--- config.mk ---
export PLATFORM = sky130hd
export DESIGN_NAME = tempsense_sched
export DESIGN_NICKNAME = d
export VERILOG_FILES = /design/src/rtl/tempsense_pkg.sv /design/src/rtl/tempsense_sched_cnt.sv /design/src/rtl/tempsense_sched.sv
export SDC_FILE = /design/constraint.sdc
export NUM_CORES = 1
export LEC_CHECK = 0
export ABC_AREA = 1
export CELL_PAD_IN_SITES_DETAIL_PLACEMENT = 0
export CELL_PAD_IN_SITES_GLOBAL_PLACEMENT = 1
export CORE_UTILIZATION = 38
export CTS_CLUSTER_SIZE = 8
export DETAILED_ROUTE_END_ITERATION = 10
export PLACE_DENSITY = 0.81
export SLEW_MARGIN = 20
export SYNTH_ARGS = -nofsm -noshare
export SYNTH_HDL_FRONTEND = slang
export SYNTH_SLANG_ARGS = --single-unit
--- constraint.sdc ---
create_clock -name clk_i -period 2.5 [get_ports clk_i]
set_clock_uncertainty 0.15 [all_clocks]
set_input_delay 0.5 -clock clk_i [delete_from_list [all_inputs] [get_ports clk_i]]
set_output_delay 0.5 -clock clk_i [all_outputs]
set_load 0.02 [all_outputs]
--- src/rtl/tempsense_pkg.sv ---
// Shared types and constants for the temperature-sensor conversion scheduler.
package tempsense_pkg;

    localparam int unsigned VDAC_W        = 6;
    localparam int unsigned TICK_W        = 12;
    localparam int unsigned TIMEOUT_DEF   = 4095;
    localparam int unsigned START_LEN_DEF = 2;
    localparam int unsigned LEN_W         = 3;
    localparam int unsigned AVG_VDAC_W    = 8;
    localparam int unsigned AVG_TICK_W    = 14;

    typedef enum logic [2:0] {
        IDLE    = 3'd0,
        WAIT    = 3'd1,
        START   = 3'd2,
        CONV    = 3'd3,
        CAPTURE = 3'd4
    } state_t;

    typedef struct packed {
        logic [VDAC_W-1:0] vdac;
        logic [TICK_W-1:0] tick;
    } res_t;

endpackage

--- src/rtl/tempsense_sched_cnt.sv ---
// Loadable saturating down-counter with a registered zero flag.
module tempsense_sched_cnt #(
    parameter int unsigned W = 8
) (
    input  logic         clk_i,
    input  logic         rst_n_i,
    input  logic         load_i,
    input  logic [W-1:0] val_i,
    input  logic         dec_i,
    output logic         zero_o
);

    logic [W-1:0] r_cnt;
    logic [W-1:0] w_cnt_nxt;
    logic         r_zero;

    always_comb begin
        w_cnt_nxt = r_cnt;
        if (load_i) begin
            w_cnt_nxt = val_i;
        end else if (dec_i && !r_zero) begin
            w_cnt_nxt = r_cnt - W'(1);
        end
    end

    always_ff @(posedge clk_i or negedge rst_n_i) begin
        if (!rst_n_i) begin
            r_cnt  <= '0;
            r_zero <= 1'b1;
        end else begin
            r_cnt  <= w_cnt_nxt;
            r_zero <= (w_cnt_nxt == '0);
        end
    end

    assign zero_o = r_zero;

endmodule

--- src/rtl/tempsense_sched.sv ---
// Temperature-sensor conversion scheduler: periodic/one-shot starts, timeout, result handshake.
// Optional 4-sample averaging is enabled by defining TEMPSENSE_SCHED_AVG_EN.
module tempsense_sched
    import tempsense_pkg::*;
#(
    parameter int unsigned PERIOD_W  = 16,
    parameter int unsigned TIMEOUT   = TIMEOUT_DEF,
    parameter int unsigned START_LEN = START_LEN_DEF
) (
    input  logic                clk_i,
    input  logic                rst_n_i,
    input  logic                en_i,
    input  logic                single_i,
    input  logic [PERIOD_W-1:0] period_i,
    output logic                start_conv_o,
    input  logic                conv_done_i,
    input  logic [VDAC_W-1:0]   vdac_i,
    input  logic [TICK_W-1:0]   tick_i,
    output logic [VDAC_W-1:0]   res_vdac_o,
    output logic [TICK_W-1:0]   res_tick_o,
    output logic                res_valid_o,
    input  logic                res_ack_i,
    output logic                overrun_o,
    output logic                timeout_o,
    output logic                busy_o
);

    localparam int unsigned TO_W = (TIMEOUT > 1) ? $clog2(TIMEOUT) : 1;

    state_t              r_state;
    state_t              w_next;
    logic                r_done_q;
    logic                w_done_edge;
    logic                w_per_zero;
    logic                w_len_zero;
    logic                w_to_zero;
    logic [PERIOD_W-1:0] w_per_m1;
    logic                w_start_entry;
    logic                w_conv_entry;
    logic                w_per_load;
    logic                w_timeout_hit;
    logic                w_emit;
    res_t                w_res_in;

    logic r_start, r_busy, r_valid, r_overrun, r_timeout;
    res_t r_res;
    logic w_start_nxt, w_busy_nxt, w_valid_nxt, w_overrun_nxt, w_timeout_nxt;
    res_t w_res_nxt;

    // Previous done level; resets high so a level present at reset is not an edge.
    always_ff @(posedge clk_i or negedge rst_n_i) begin
        if (!rst_n_i) begin
            r_done_q <= 1'b1;
        end else begin
            r_done_q <= conv_done_i;
        end
    end

    assign w_done_edge   = conv_done_i & ~r_done_q;
    assign w_per_m1      = (period_i == '0) ? '0 : period_i - PERIOD_W'(1);
    assign w_start_entry = (w_next == START) && (r_state != START);
    assign w_conv_entry  = (r_state == START) && (w_next == CONV);
    assign w_timeout_hit = (r_state == CONV) && !w_done_edge && w_to_zero;

    // Period runs start-to-start: reloaded on every start, and when periodic mode begins.
    assign w_per_load = w_start_entry || ((r_state == IDLE) && (w_next == WAIT));

    tempsense_sched_cnt #(.W(PERIOD_W)) u_per_cnt (
        .clk_i   (clk_i),
        .rst_n_i (rst_n_i),
        .load_i  (w_per_load),
        .val_i   (w_per_m1),
        .dec_i   (1'b1),
        .zero_o  (w_per_zero)
    );

    tempsense_sched_cnt #(.W(LEN_W)) u_len_cnt (
        .clk_i   (clk_i),
        .rst_n_i (rst_n_i),
        .load_i  (w_start_entry),
        .val_i   (LEN_W'(START_LEN - 1)),
        .dec_i   (r_state == START),
        .zero_o  (w_len_zero)
    );

    tempsense_sched_cnt #(.W(TO_W)) u_to_cnt (
        .clk_i   (clk_i),
        .rst_n_i (rst_n_i),
        .load_i  (w_conv_entry),
        .val_i   (TO_W'(TIMEOUT - 1)),
        .dec_i   (r_state == CONV),
        .zero_o  (w_to_zero)
    );

    always_ff @(posedge clk_i or negedge rst_n_i) begin
        if (!rst_n_i) begin
            r_state <= IDLE;
        end else begin
            r_state <= w_next;
        end
    end

    always_comb begin
        w_next = r_state;
        unique case (r_state)
            IDLE: begin
                if (single_i) begin
                    w_next = START;
                end else if (en_i) begin
                    w_next = WAIT;
                end
            end
            WAIT: begin
                if (single_i) begin
                    w_next = START;
                end else if (!en_i) begin
                    w_next = IDLE;
                end else if (w_per_zero) begin
                    w_next = START;
                end
            end
            START: begin
                if (w_len_zero) begin
                    w_next = CONV;
                end
            end
            CONV: begin
                if (w_done_edge) begin
                    w_next = CAPTURE;
                end else if (w_to_zero) begin
                    w_next = en_i ? WAIT : IDLE;
                end
            end
            CAPTURE: begin
                w_next = en_i ? WAIT : IDLE;
            end
            default: begin
                w_next = IDLE;
            end
        endcase
    end

`ifdef TEMPSENSE_SCHED_AVG_EN
    logic [AVG_VDAC_W-1:0] r_acc_vdac;
    logic [AVG_TICK_W-1:0] r_acc_tick;
    logic [1:0]            r_smp;
    logic [AVG_VDAC_W-1:0] w_vsum;
    logic [AVG_TICK_W-1:0] w_tsum;

    assign w_vsum   = r_acc_vdac + AVG_VDAC_W'(vdac_i);
    assign w_tsum   = r_acc_tick + AVG_TICK_W'(tick_i);
    assign w_emit   = (r_state == CAPTURE) && (r_smp == 2'd3);
    assign w_res_in = {VDAC_W'(w_vsum >> 2), TICK_W'(w_tsum >> 2)};

    // Accumulator restarts after every emitted average and on any timeout.
    always_ff @(posedge clk_i or negedge rst_n_i) begin
        if (!rst_n_i) begin
            r_acc_vdac <= '0;
            r_acc_tick <= '0;
            r_smp      <= '0;
        end else if (w_timeout_hit || w_emit) begin
            r_acc_vdac <= '0;
            r_acc_tick <= '0;
            r_smp      <= '0;
        end else if (r_state == CAPTURE) begin
            r_acc_vdac <= w_vsum;
            r_acc_tick <= w_tsum;
            r_smp      <= r_smp + 2'd1;
        end
    end
`else
    assign w_emit   = (r_state == CAPTURE);
    assign w_res_in = {vdac_i, tick_i};
`endif

    // Next values of the registered outputs; a capture overrides a same-cycle ack.
    always_comb begin
        w_start_nxt   = (w_next == START);
        w_busy_nxt    = (w_next == START) || (w_next == CONV) || (w_next == CAPTURE);
        w_timeout_nxt = r_timeout;
        w_valid_nxt   = r_valid;
        w_overrun_nxt = r_overrun;
        w_res_nxt     = r_res;
        if (w_timeout_hit) begin
            w_timeout_nxt = 1'b1;
        end
        if (r_state == CAPTURE) begin
            w_timeout_nxt = 1'b0;
        end
        if (r_valid && res_ack_i) begin
            w_valid_nxt   = 1'b0;
            w_overrun_nxt = 1'b0;
        end
        if (w_emit) begin
            w_res_nxt   = w_res_in;
            w_valid_nxt = 1'b1;
            if (r_valid && !res_ack_i) begin
                w_overrun_nxt = 1'b1;
            end
        end
    end

    always_ff @(posedge clk_i or negedge rst_n_i) begin
        if (!rst_n_i) begin
            r_start   <= 1'b0;
            r_busy    <= 1'b0;
            r_valid   <= 1'b0;
            r_overrun <= 1'b0;
            r_timeout <= 1'b0;
            r_res     <= '0;
        end else begin
            r_start   <= w_start_nxt;
            r_busy    <= w_busy_nxt;
            r_valid   <= w_valid_nxt;
            r_overrun <= w_overrun_nxt;
            r_timeout <= w_timeout_nxt;
            r_res     <= w_res_nxt;
        end
    end

    assign start_conv_o = r_start;
    assign busy_o       = r_busy;
    assign res_valid_o  = r_valid;
    assign overrun_o    = r_overrun;
    assign timeout_o    = r_timeout;
    assign res_vdac_o   = r_res.vdac;
    assign res_tick_o   = r_res.tick;

endmodule

# Yosys cells after proc, flatten, opt, wreduce, memory -nomap -nowiden
# Cells that the tools add are included.
# word_totals
reg_bits,61
in_bits,40
elab_cells,77
# op_classes
addsub,4
eq_ne,9
mux,24
bitwise,2
n_reduce_logical,23
# op_table
cell,n
2-to-1 mux 16 bit,3
zero test 16 bit,2
"subtractor 16 x 1 -> 16 bit, second input constant",2
2-to-1 mux 3 bit,10
2-to-1 mux 12 bit,2
one-hot mux 3 bit (5 select lines),1
"equality test 3 x 2 -> 1 bit, second input constant",4
zero test 12 bit,1
"subtractor 12 x 1 -> 12 bit, second input constant",1
logical AND 1 bit,9
2-to-1 mux 1 bit,8
"equality test 3 x 1 -> 1 bit, second input constant",2
"equality test 3 bit, second input constant",2
zero test 3 bit,2
zero test 1 bit,4
nonzero test 2 bit,2
logical OR 1 bit,3
"inequality test 3 x 2 -> 1 bit, second input constant",1
"subtractor 3 x 1 -> 3 bit, second input constant",1
bitwise AND 1 bit,1
inverter 1 bit,1

# Logic depth before layout (Yosys ltp)
# logic_depth
depth_word,9
ltp_mapped,15
depth_no_buf,15

# Hierarchy
# From an unflattened synthesis, not the netlist that was laid out.
# hier_totals
hier_cells,591
area_unflattened_um2,3945.0
# by_module_without_submodules
module,n_inst,cells_per_inst,area_each_um2,seq_area_each_um2
tempsense_sched,1,241,1651.6,676.9
tempsense_sched_cnt (u_per_cnt),1,189,1206.2,426.7
tempsense_sched_cnt (u_to_cnt),1,129,854.6,326.6
tempsense_sched_cnt (u_len_cnt),1,32,232.7,101.3

# Worst setup path before layout
# No wires, ideal clock.
# synth_path
kind,register -> register
startpoint,"register u_per_cnt.r_zero, in the netlist u_per_cnt.zero_o"
endpoint,"register u_per_cnt.r_zero, in the netlist u_per_cnt.zero_o"
setup_ps,67
t_arrival_ps,1719
required_ps,2283
path_slack_ps,564
stages_incl_launch_ff,16
path_buffers,1
synth_period_minus_slack_ps,1936
cell_sequence,dfstp_2 > inv_1 > nand2_1 > nor2_1 > nand2_1 > nand2_1 > nor2_4 > nand4_4 > nand2_4 > buf_8 > nand2_1 > nand2_1 > nand2_1 > nor2_1 > nand2_1 > nor2_1
# synth_between
elab_chain_len,9
# synth_lines
element,line_no,text
"start, declared",tempsense_sched_cnt.sv:15,logic r_zero;
"start signal, assigned",tempsense_sched_cnt.sv:32,r_zero <= (w_cnt_nxt == '0);
2-to-1 mux 3 bit,tempsense_sched.sv:118,end else if (w_per_zero) begin
2-to-1 mux 3 bit,tempsense_sched.sv:116,end else if (!en_i) begin
2-to-1 mux 3 bit,tempsense_sched.sv:114,if (single_i) begin
one-hot mux 3 bit (5 select lines),tempsense_sched.sv:105,unique case (r_state)
equality test 3 x 2 -> 1 bit / equality test 3 x 1 -> 1 bit (equally long branches),"tempsense_sched.sv:61, tempsense_sched.sv:66",
logical AND 1 bit (on tied branches),"tempsense_sched.sv:61, tempsense_sched.sv:66",
logical OR 1 bit,tempsense_sched.sv:66,assign w_per_load = w_start_entry || ((r_state == IDLE) && (w_next == WAIT));
2-to-1 mux 16 bit *,tempsense_sched_cnt.sv:19,if (load_i) begin
zero test 16 bit *,tempsense_sched_cnt.sv:32,
# Every way passes the cells marked *; elsewhere a longest branch is shown, timed or not.
# A chain may end at the register's enable or synchronous reset.

# Worst setup path after layout
# layout_path
startpoint,register r_state[2]
endpoint,register u_to_cnt.r_cnt[8]
# layout_between
elab_chain_len,7
# layout_lines
element,line_no,text
"start, declared",tempsense_sched.sv:30,state_t r_state;
"start signal, assigned",tempsense_sched.sv:99,r_state <= w_next;
2-to-1 mux 3 bit,tempsense_sched.sv:118,
2-to-1 mux 3 bit,tempsense_sched.sv:116,
2-to-1 mux 3 bit,tempsense_sched.sv:114,
one-hot mux 3 bit (5 select lines),tempsense_sched.sv:105,
equality test 3 x 2 -> 1 bit,tempsense_sched.sv:62,assign w_conv_entry = (r_state == START) && (w_next == CONV);
logical AND 1 bit,tempsense_sched.sv:62,
2-to-1 mux 12 bit *,tempsense_sched_cnt.sv:19,
via u_to_cnt.w_cnt_nxt[8],tempsense_sched_cnt.sv:14,logic [W-1:0] w_cnt_nxt;
"end signal, assigned",tempsense_sched_cnt.sv:31,r_cnt <= w_cnt_nxt;
"end, declared",tempsense_sched_cnt.sv:13,logic [W-1:0] r_cnt;
# The timed path passes the listed nets; every way through them passes the cells marked *.

==> results_dict.tcl <==
set metrics [dict create \
    status "finished, violations left" \
    violations "negative hold slack" \
    routed_via_density 4.58 \
    critPathTopFamily "simple AND/OR/NAND/NOR gates" \
    ys_ff_latch 61 \
    tightest_slew_ps 543 \
    switchingPower_mw 2.17 \
    fp.dieH_um 100 \
    die_x_um 100 \
    fill_cells 928 \
    r2r_slack_ps 290 \
    yosysWarnings 0 \
    clock_path_buffers 2 \
    cp_data_required_time_ps 2570 \
    cts-root-buf "clkbuf_8" \
    grt_pass1_wl_um 14900 \
    worstPathArrival_ps 2280 \
    critical_path_peak_fanout 6 \
    dpl.hpwl_um 6810 \
    post_cts_resized 0 \
    diodes 0 \
    drt_iter0_markers 160 \
    async_flop_share_pct 100 \
    synthFlopType "dfrtp_1" \
    io_buffers 62 \
    layoutNonFillerInstCount 754 \
    hold_ws_ps -18.8 \
    rsz0062_at_grt "false" \
    peakVddDrop_mv 0.616 \
    wirelength_um 8810 \
    cpPeakStageDelay_ps 440 \
    initial_utilization_pct 39.4 \
    grt_usage_pct 18.7 \
    holdCritPathClass "primary input to asynchronous set/reset pin" \
    period_share_pct 88.6 \
    layout.nets 665 \
    avgSynthCellArea_sq_um 7.04 \
    grt_max_degree 62 \
    startpoint "r_state[2]" \
    dp_cells 738 \
    internal_power_mw 3.10 \
    synth_edf_count 0 \
    hold_violations 8 \
    clkTransAtPathRegs_ps 80 \
    synth_top_cell_by_area "dfrtp_1" \
    pin_count 63 \
    antenna_found_initial 0 \
    grt_overflow 0 \
    path_depth 9 \
    placed_area_sq_um 4670 \
    vias 3451 \
    path_cells "inv_2 > nand3_2 > nor2_4 > nand3_1 > nor2_1 > nand2_1 > nor2_1 > xor2_1 > or2_2" \
    syn_area_sq_um 3650 \
    clk-insertion-delay-late_ps 340 \
    post-route-drc-count 0 \
    power_frac_seq_pct 31.1 \
    cts_tree "yes" \
    crit_type "register to register" \
    rows 35 \
    synth_cell_types 34 \
    layout-drive-gt1-share_pct 12.5 \
    drv_cap 0 \
    fin_crit_ps 2210 \
    cp-endpoint "u_to_cnt.r_cnt[8]" \
    core-area_sq_um 9280 \
    numCtsBuffers 9 \
    wl_per_cell_um 11.7 \
    cp_common_cell "nor2_1" \
    firstDrtPassIters 4 \
    setup_viol 0 \
    reg2reg_from "r_state[2]" \
    setup-tns-final_ps 0 \
    startpoint_type "register" \
    end_kind "register" \
    postCtsSetupBuffers 0 \
    final_area_sq_um 4870 \
    yosysSeqAreaShare_pct 41.9 \
    power.density_nw_per_um2 1080 \
    synthCells 519 \
    clkPwrFrac_pct 16.7 \
    synth.most_common_cell "nand2_1" \
    fin_util_pct 52.4 \
    synth_top_area_share_pct 39.0 \
    hold_buffers 0 \
    fmax_ghz 0.452 \
    h-tree-depth 3 \
    slew_headroom_pct 63.6 \
    r2r-end "u_to_cnt.r_cnt[8]" \
    rr_worst_depth 9 \
    critPathSlowestCell "dfrtp_1" \
    synth_area_leaders "dfrtp_1 (39%), nand2_1 (19%), inv_1 (7.7%)" \
    maxSlewViolCount 0 \
    synthTopCellsByCount "nand2_1 (183), inv_1 (75), dfrtp_1 (57), nor2_1 (57), nand3_1 (51)" \
    synth.net_count 564 \
    syn_to_final_growth_pct 33.2 \
    p_comb_share_pct 52.3 \
    dieArea_sq_um 10000 \
    cts.sinks 61 \
    gp_congestion 0.840 \
    crit_buf_inv 1 \
    grt_pass1_vias 3244 \
    power_leakage_nw 2.38 \
    switching_share_pct 41.2 \
    antenna_left 0 \
]
==> worst register-to-register path, stage by stage (launching register included) <==
cell     delay (ps)
dfrtp_1         440
inv_2           130
nand3_2         150
nor2_4          200
nand3_1         160
nor2_1          260
nand2_1         130
nor2_1          130
xor2_1           80
or2_2           270
==> metrics by stage <==
stage	hold WS [ps]	setup slack [ps]	total power [mW]
2_1_floorplan	54.4	564	3.24
3_3_place_gp	307	-28.7	4.38
3_5_place_dp	314	-35.2	4.40
4_1_cts	11.1	292	5.32
5_1_grt	18.9	40.7	5.72
6_report	-18.8	286	5.27
==> state kept, by name, summed over array words and instances (netlist names), named ones only <==
register	flops
r_state	3
busy_o	1
u_to_cnt.r_cnt	12
start_conv_o	1
u_len_cnt.r_cnt	3
u_to_cnt.zero_o	1
res_vdac_o	6
r_done_q	1
res_tick_o	12
res_valid_o	1
timeout_o	1
u_per_cnt.zero_o	1
u_per_cnt.r_cnt	16
u_len_cnt.zero_o	1
==> metal layers <==
metal	part of all wire, %	up-vias	track usage (%)
li1	-	1809	-
met1	50	1576	25.5
met2	46	56	29.9
met3	3.3	10	4.04
met4	1.3	0	5.80
met5	0	-	0
==> power by group through the flow <==
stage          Sequential (mW)  Clock, mW  Combinational, mW
5_1_grt                   1.69      0.949               3.08
3_5_place_dp              1.65          0               2.75
6_report                  1.64      0.877               2.75
2_1_floorplan             1.83          0               1.41
4_1_cts                   1.64      0.906               2.77
3_3_place_gp              1.64          0               2.74
==> kinds of logic after synthesis <==
logic type | Yosys count | synth area share, %
simple gates | 334 | 40.3
buf+inv | 85 | 9.18
xor+xnor | 19 | 4.55
fa+ha+maj | 5 | 1.71
flops | 61 | 41.9
compound gates | 15 | 2.33
==> worst min path at each step <==
stage                        from  slack (ps)                    endpoint  cells past startpoint
CTS                       rst_n_i          10         u_per_cnt.r_cnt[12]                      2
floorplan                 rst_n_i          50  asynchronous set/reset pin                      0
global route              rst_n_i          20         u_per_cnt.r_cnt[12]                      2
detailed placement  res_tick_o[1]         310               res_tick_o[1]                      2
finish                    rst_n_i         -20         u_per_cnt.r_cnt[12]                      2
global placement      res_valid_o         310                    register                      1
==> placed cells by master (no fill, tap or decap) <==
| cell type | instances |
|---|---|
| buf_4 | 35 |
| nand4_4 | 1 |
| xnor2_1 | 1 |
| nand4_1 | 8 |
| o21ai_1 | 2 |
| nand3_4 | 1 |
| clkinv_1 | 1 |
| inv_1 | 75 |
| nor2_4 | 2 |
| inv_6 | 1 |
| clkdlybuf4s50_1 | 61 |
| clkbuf_8 | 9 |
| ha_1 | 5 |
| nand2_2 | 3 |
| bufinv_16 | 1 |
| clkinv_2 | 1 |
| a21oi_1 | 1 |
| o21ai_0 | 9 |
| nand3_1 | 51 |
| nand2_1 | 183 |
| a32oi_1 | 1 |
| inv_2 | 1 |
| nor2_1 | 57 |
| nand2_4 | 1 |
| dfstp_2 | 4 |
| nor2_2 | 2 |
| clkinv_4 | 1 |
| nor3b_1 | 1 |
| dfrtp_1 | 57 |
| buf_12 | 1 |
| xor2_1 | 18 |
| nor3_1 | 9 |
| a2bb2oi_1 | 1 |
| clkinvlp_4 | 3 |
| buf_2 | 1 |
| nor4_1 | 1 |
| o21bai_1 | 1 |
| nand3_2 | 3 |
| or2_2 | 7 |
| nand3b_1 | 4 |
==> area by class of cell <==
| class | instances | area, sq um | area share (%) |
|---|---|---|---|
| multi-input cells | 373 | 1790 | 36.7 |
| flip-flops and latches | 61 | 1530 | 31.5 |
| repair buffers | 98 | 898 | 18.5 |
| inverters | 77 | 289 | 5.94 |
| well taps | 129 | 161 | 3.32 |
| clock buffers | 9 | 124 | 2.55 |
| clock inverters | 7 | 75.1 | 1.54 |
Power figures use the tool's default switching activity.
